<file path="config.mk">
export PLATFORM = sky130hd
export DESIGN_NAME = i2c_slave_regfile
export DESIGN_NICKNAME = d
export VERILOG_FILES = /design/src/rtl/i2c_slave_regfile.sv
export SDC_FILE = /design/constraint.sdc
export NUM_CORES = 1
export LEC_CHECK = 0
export ABC_AREA = 1
export CORE_UTILIZATION = 54
export CTS_CLUSTER_DIAMETER = 200
export DETAILED_ROUTE_END_ITERATION = 10
export PLACE_DENSITY = 0.91
export SLEW_MARGIN = 20
export SYNTH_ARGS = -nofsm -noshare
export SYNTH_HDL_FRONTEND = slang
export SYNTH_SLANG_ARGS = --single-unit
</file>
<file path="constraint.sdc">
create_clock -name Clk -period 2.1 [get_ports Clk]
set_clock_uncertainty 0.2 [all_clocks]
set_input_delay 0.42 -clock Clk [delete_from_list [all_inputs] [get_ports Clk]]
set_output_delay 0.42 -clock Clk [all_outputs]
set_load 0.01 [all_outputs]
</file>
<file path="src/rtl/i2c_slave_regfile.sv">
`default_nettype none
// ============================================================================
// Module   : i2c_slave_regfile
// Brief    : I2C slave address matcher with per-address byte storage and an
//            auto-incrementing per-transaction byte pointer.
// Revision : 1.0 - initial release
// ============================================================================
module i2c_slave_regfile #(
    parameter int ADDRESSLENGTH = 7,
    parameter int ADDRESSNUM    = 4,
    parameter int NBYTES        = 2
) (
    input  logic                                Clk,
    input  logic                                Reset_n,
    input  logic [ADDRESSLENGTH*ADDRESSNUM-1:0] AddressList,
    input  logic                                MatchReq,
    input  logic [ADDRESSLENGTH-1:0]            AddrIn,
    input  logic                                WrStb,
    input  logic [7:0]                          WrData,
    input  logic                                RdStb,
    input  logic                                StopStb,
    output logic                                MatchValid,
    output logic                                AddressFound,
    output logic [4:0]                          LocalAddressID,
    output logic [7:0]                          RdData,
    output logic                                RdValid,
    output logic                                PtrWrap,
    output logic                                CollisionErr
);

    localparam int c_PTR_W  = (NBYTES > 1) ? $clog2(NBYTES) : 1;
    localparam int c_SLOT_W = (ADDRESSNUM > 1) ? $clog2(ADDRESSNUM) : 1;
    localparam logic [c_PTR_W-1:0] c_PTR_LAST = c_PTR_W'(NBYTES - 1);

    typedef enum logic [0:0] {
        ST_IDLE     = 1'b0,
        ST_SELECTED = 1'b1
    } state_t;

    state_t                r_state;
    logic [c_PTR_W-1:0]    r_ptr;
    logic [7:0]            r_mem [ADDRESSNUM][NBYTES];

    logic [ADDRESSNUM-1:0] w_slotHit;
    logic                  w_anyHit;
    logic [4:0]            w_hitIdx;
    logic [c_SLOT_W-1:0]   w_slot;
    logic                  w_ptrWrap;
    logic [c_PTR_W-1:0]    w_ptrNext;
    logic                  w_access;

    generate
        for (genvar gi = 0; gi < ADDRESSNUM; gi++) begin : g_cmp
            assign w_slotHit[gi] = (AddressList[gi*ADDRESSLENGTH +: ADDRESSLENGTH] == AddrIn);
        end
    endgenerate

    // Scan from the top so the lowest matching slot wins on duplicates.
    always_comb begin
        w_anyHit = 1'b0;
        w_hitIdx = '0;
        for (int i = ADDRESSNUM - 1; i >= 0; i--) begin
            if (w_slotHit[i]) begin
                w_anyHit = 1'b1;
                w_hitIdx = 5'(i);
            end
        end
    end

    assign w_slot    = LocalAddressID[c_SLOT_W-1:0];
    assign w_ptrWrap = (r_ptr == c_PTR_LAST);
    assign w_ptrNext = w_ptrWrap ? '0 : r_ptr + 1'b1;
    assign w_access  = (r_state == ST_SELECTED) && (WrStb || RdStb);

    always_ff @(posedge Clk or negedge Reset_n) begin
        if (!Reset_n) begin
            r_state        <= ST_IDLE;
            r_ptr          <= '0;
            MatchValid     <= 1'b0;
            AddressFound   <= 1'b0;
            LocalAddressID <= '0;
            RdData         <= '0;
            RdValid        <= 1'b0;
            PtrWrap        <= 1'b0;
            CollisionErr   <= 1'b0;
            for (int s = 0; s < ADDRESSNUM; s++) begin
                for (int b = 0; b < NBYTES; b++) begin
                    r_mem[s][b] <= 8'h00;
                end
            end
        end else begin
            MatchValid   <= 1'b0;
            RdValid      <= 1'b0;
            PtrWrap      <= 1'b0;
            CollisionErr <= 1'b0;

            if (MatchReq) begin
                MatchValid <= 1'b1;
                r_ptr      <= '0;
                if (w_anyHit) begin
                    AddressFound   <= 1'b1;
                    LocalAddressID <= w_hitIdx;
                    r_state        <= ST_SELECTED;
                end else begin
                    AddressFound   <= 1'b0;
                    LocalAddressID <= '0;
                    r_state        <= ST_IDLE;
                end
            end else if (StopStb) begin
                r_state      <= ST_IDLE;
                AddressFound <= 1'b0;
                r_ptr        <= '0;
            end else if (w_access) begin
                // A simultaneous read is dropped in favour of the write.
                if (WrStb) begin
                    r_mem[w_slot][r_ptr] <= WrData;
                end else begin
                    RdData  <= r_mem[w_slot][r_ptr];
                    RdValid <= 1'b1;
                end
                CollisionErr <= WrStb && RdStb;
                PtrWrap      <= w_ptrWrap;
                r_ptr        <= w_ptrNext;
            end
        end
    end

endmodule
`default_nettype wire

</file>
-- After elaboration in Yosys (flattened, before gate mapping)
Index checks and enable logic that the tools add are counted.
- register bits: 83
- bits of input ports: 49
- output and inout port bits: 18
- add/sub/neg operators: 1
- magnitude comparators: 4
- equal/unequal tests: 4
- multiplexer cells: 38
- bitwise gates (word level): 5
- reduce and logical (&&, ||, !) cells: 9
- operator list (operator ; number):
    bitwise mux 64 bit ; 1
    two-way mux 16 bit ; 3
    binary-select mux 16 bit (select 2 bit) ; 1
    demux 16 bit (select 2 bit) ; 1
    two-way mux 8 bit ; 4
    == test 7 bit ; 4
    two-way mux 1 bit ; 22
    two-way mux 5 bit ; 3
    demux 8 bit (select 1 bit) ; 1
    AND reduction 4 bit ; 2
    logical AND 1 bit ; 4
    two-way mux 2 bit ; 2
    >= comparator 3 bit (second input constant) ; 1
    less-than comparator 3 x 1 -> 1 bit (second input constant) ; 1
    inverter 1 bit ; 3
    inverter 2 -> 3 bit ; 1
    nonzero test 3 bit ; 1
    >= comparator 2 bit (second input constant) ; 1
    less-than comparator 2 x 1 -> 1 bit (second input constant) ; 1
    inverter 1 -> 2 bit ; 1
    nonzero test 2 bit ; 1
    adder 1 bit (second input constant) ; 1
    logical OR 1 bit ; 1

-- Depth between registers and ports, before layout
- depth after elaboration: 8
- depth in mapped cells: 11
- mapped depth without buffers: 11

-- Least setup slack after synthesis
Ideal clock, no wire load.
- path type: input -> register
- start: in StopStb
- end: reg r_mem[22] (netlist name)
- arrival: 1.316 ns
- slack: 0.461 ns
- stages on the path: 7
- cell sequence: nor2_2 nand2_4 nor2_8 nand3_4 buf_6 nand2_1 o21ai_2
- word-level cells in the longest chain between the ends: 2
- ends and longest elaborated chain (what ; RTL line ; source):
    from (decl) ; 21 ; input logic StopStb,
    inverter 1 bit (no source line) ; n/a ;
    AND reduction 4 bit (no source line) ; n/a ;
    to (signal, indexed assignment) ; 116 ; r_mem[w_slot][r_ptr] <= WrData;
    to (decl) ; 42 ; logic [7:0] r_mem [ADDRESSNUM][NBYTES];
Every way passes these cells.
A chain may end at the register's enable or synchronous reset.

-- Worst setup path in the final report
- start: reg LocalAddressID[0]
- end: out LocalAddressID[0]
- RTL lines (what ; RTL line ; source):
    from (decl) ; 24 ; output logic [4:0] LocalAddressID,
    from (signal assigned) ; 102 ; LocalAddressID <= w_hitIdx;
No word-level cell between the ends.

==> qor.txt <==
Detailed Route WL: 10,500 um
Layout area overhead: 22.6%
# nets final: 634
Final Max Tran Viols: 0
crit path to: LocalAddressID[0]
Syn Std Cell Area: 4120 um2
switching power: 0.800 mW
Buffers on Ports: 63
Worst path max stage delay: 590 ps
Row Count: 31
global route overflow: 0
total routing usage reported by global routing: 29.4%
Power Density: 610 nW/um2
Inserted Clock Buffers: 9
CTS tree: built
post-DR wirelength/cell: 15.3 um
Netlist cell types: 29
Max Fanout on Critical Path: 6
Mapped Cells: 512
Crit. path cell count: 1
Setup crit start: LocalAddressID[0]$_DFFE_PN0P_
Seq/Total Area, Yosys: 48.6%
leakage: 2.47 nW
DR iter-0 viols: 380
setup ws final: 102 ps
vias in the first global route: 3,692
# DRC: 0
reg-to-reg endpoint: r_mem[30]$_DFFE_PN0P_
setup violators final: 0
Clock Pin Slew Worst Setup and Hold Paths: 90 ps
Worst setup SP type: register
Crit-path slowest cell: clkdlybuf4s50_1
setup bufs post-CTS: 0
largest net degree at the start of global routing: 38
Final period util: 95.1%
core area: 7330 um2
die footprint: 7990 um2
Slew @ Worst Pin: 748 ps
CP Data Required Time: 1480 ps
via count: 3,825
First-pass DRT Iterations: 5
VDD IR max: 0.382 mV
Post-DP HPWL: 7310 um
crit-path cells: clkdlybuf4s50_1
Worst Path Arrival: 1380 ps
Vert. Die Dim: 89.4 um
synth warn: 0
sequential cell area: 2000 um2
initial antenna violation count: 0
GP Congestion: 0.851
Clock Sinks: 80
Cells after DPL: 672
switching part of the total: 25.9%
IO Count: 67
syn_area_per_cell: 8.05 um2
vias per cell: 5.55
commonest non-fill, non-tap cell in the layout: nand2_1
Top delay family on crit path: buffers and inverters
commonest non-fill, non-tap cells in the layout: 225 x nand2_1, 78 x dfrtp_1, 62 x clkdlybuf4s50_1
Peak Freq: 500 MHz
power share of the combinational group: 11.6%
FF-to-FF path depth: 4
worst hold path class: reg2reg
Layout fillers: 533
share of layout cells above drive strength 1: 9.66%
clk_lat worst skew: 360 ps
status: finished, final reports clean
#FFs+latches synth: 80
Initial Util: 56.2%
Clk Tree Root Cell: clkbuf_8
Max Cap Viol: 0
Buf+Inv Stages, Crit Path: 1
Finished Layout Cells: 689
Final min period: 2000 ps
Chip Width: 89.4 um
Worst slew margin: 50.1%
RR Startpoint: r_ptr$_DFFE_PN0P_
multi-input logic area: 1790 um2
endpoints failing hold: 0
internal power: 2.28 mW
Max Root-Sink Buffers: 2
Worst R2R Setup Slack: 270 ps
H-tree levels: 3
part of the power in registers: 51.4%
Clk pwr share: 37.0%
Ant. Diodes: 0
pre-CTS setup slack: -128 ps
critical path type: reg2out
CP Capture Type: output pin
first-pass GRT wire length: 17,500 um
DRT antenna net count: 0
setup repair after global routing missed its margin: false
-- per-stage QoR --
stage                     hold WS, ps  area (um2)  util (%)  TNS, ps  power (mW)
final                             281        5060      69.0        0        3.08
after global routing              314        5060      69.0        0        3.20
after CTS                         287        5050      68.9        0        3.08
after detailed placement          211        4850      66.1    -5950        1.97
after global placement            214        4850      66.1    -2670        1.95
after floorplan                 -75.6        4130         -        0        1.77
-- layer usage --
layer	routed length (um)	track usage [%]
met1	4180	36.5
met2	5260	48.3
met3	692	6.46
met4	400	15.0
met5	0	0
-- worst reg2reg max path, stage by stage, from the launching register on --
cell	delay (ps)
dfrtp_1	380
inv_1	550
nand3_4	340
nand2_1	170
o21ai_1	80
-- synthesized netlist by cell type --
cell / number / area, um2
a211oi_1: 1 / 7.51
o21ai_0: 4 / 20.0
buf_2: 2 / 10.0
dfrtp_1: 80 / 2000
nor3_4: 1 / 16.3
o21ai_2: 8 / 70.1
buf_4: 5 / 37.5
nand3b_1: 2 / 15.0
nor2_8: 1 / 20.0
nor2_1: 15 / 56.3
nor2_4: 2 / 22.5
inv_2: 2 / 7.51
a22oi_1: 2 / 15.0
nand3_4: 8 / 140
nor2_2: 2 / 12.5
o221ai_1: 5 / 43.8
clkbuf_1: 1 / 3.75
xnor2_1: 8 / 70.1
o21ai_1: 56 / 280
nand2_4: 1 / 11.3
nand3_1: 20 / 100
inv_1: 44 / 165
nor3_1: 1 / 5.00
nand4_1: 3 / 18.8
nand2_1: 225 / 845
a21oi_1: 1 / 5.00
nor4_1: 1 / 6.26
buf_6: 10 / 113
conb_1: 1 / 3.75
-- cell families after synthesis --
logic type      share of synthesized area, %
buf+inv                                 8.16
other cells                           0.0910
simple gates                            30.8
xor+xnor                                1.70
compound gates                          10.7
flops                                   48.6
-- power groups by stage --
stage	sequential, mW	clock (mW)	combinational, mW
CTS	1.59	1.14	0.355
detailed placement	1.62	0	0.351
global route	1.59	1.22	0.394
global placement	1.61	0	0.335
finish	1.59	1.14	0.356
floorplan	1.61	0	0.157
-- area by class of cell --
type	count	area share (%)
flip-flops and latches	80	39.6
inverters	46	3.42
well taps	99	2.45
clock buffers	10	2.52
clock inverters	6	1.34
repair buffers	78	15.2
multi-input cells	370	35.4
-- flip-flops by register name, summed over array words and instances, names as in the netlist --
signal and cells:
r_state 1, PtrWrap 1, MatchValid 1, r_mem 64, RdData 8, RdValid 1, LocalAddressID 2, r_ptr 1
CollisionErr 1
-- timing repair --
item,in CTS,in global routing
hold buffers,1,0
setup endpoints to repair,0,2
endpoints found under the hold margin,35,0
gates resized for setup,0,2
-- how the worst min path moves through the flow --
stage,start,endpoint,slack (ps),depth (start not counted)
final,RdData[0]$_DFFE_PN0P_,RdData[0]$_DFFE_PN0P_,280,2
after floorplan,Reset_n,CollisionErr$_DFF_PN0_,-80,0
after global routing,RdData[0]$_DFFE_PN0P_,RdData[0]$_DFFE_PN0P_,310,2
after global placement,Reset_n,RdData[5]$_DFFE_PN0P_,210,1
after detailed placement,Reset_n,RdData[5]$_DFFE_PN0P_,210,1
after CTS,RdData[3]$_DFFE_PN0P_,RdData[3]$_DFFE_PN0P_,290,2
No activity file was read; power rests on OpenSTA's default activity.
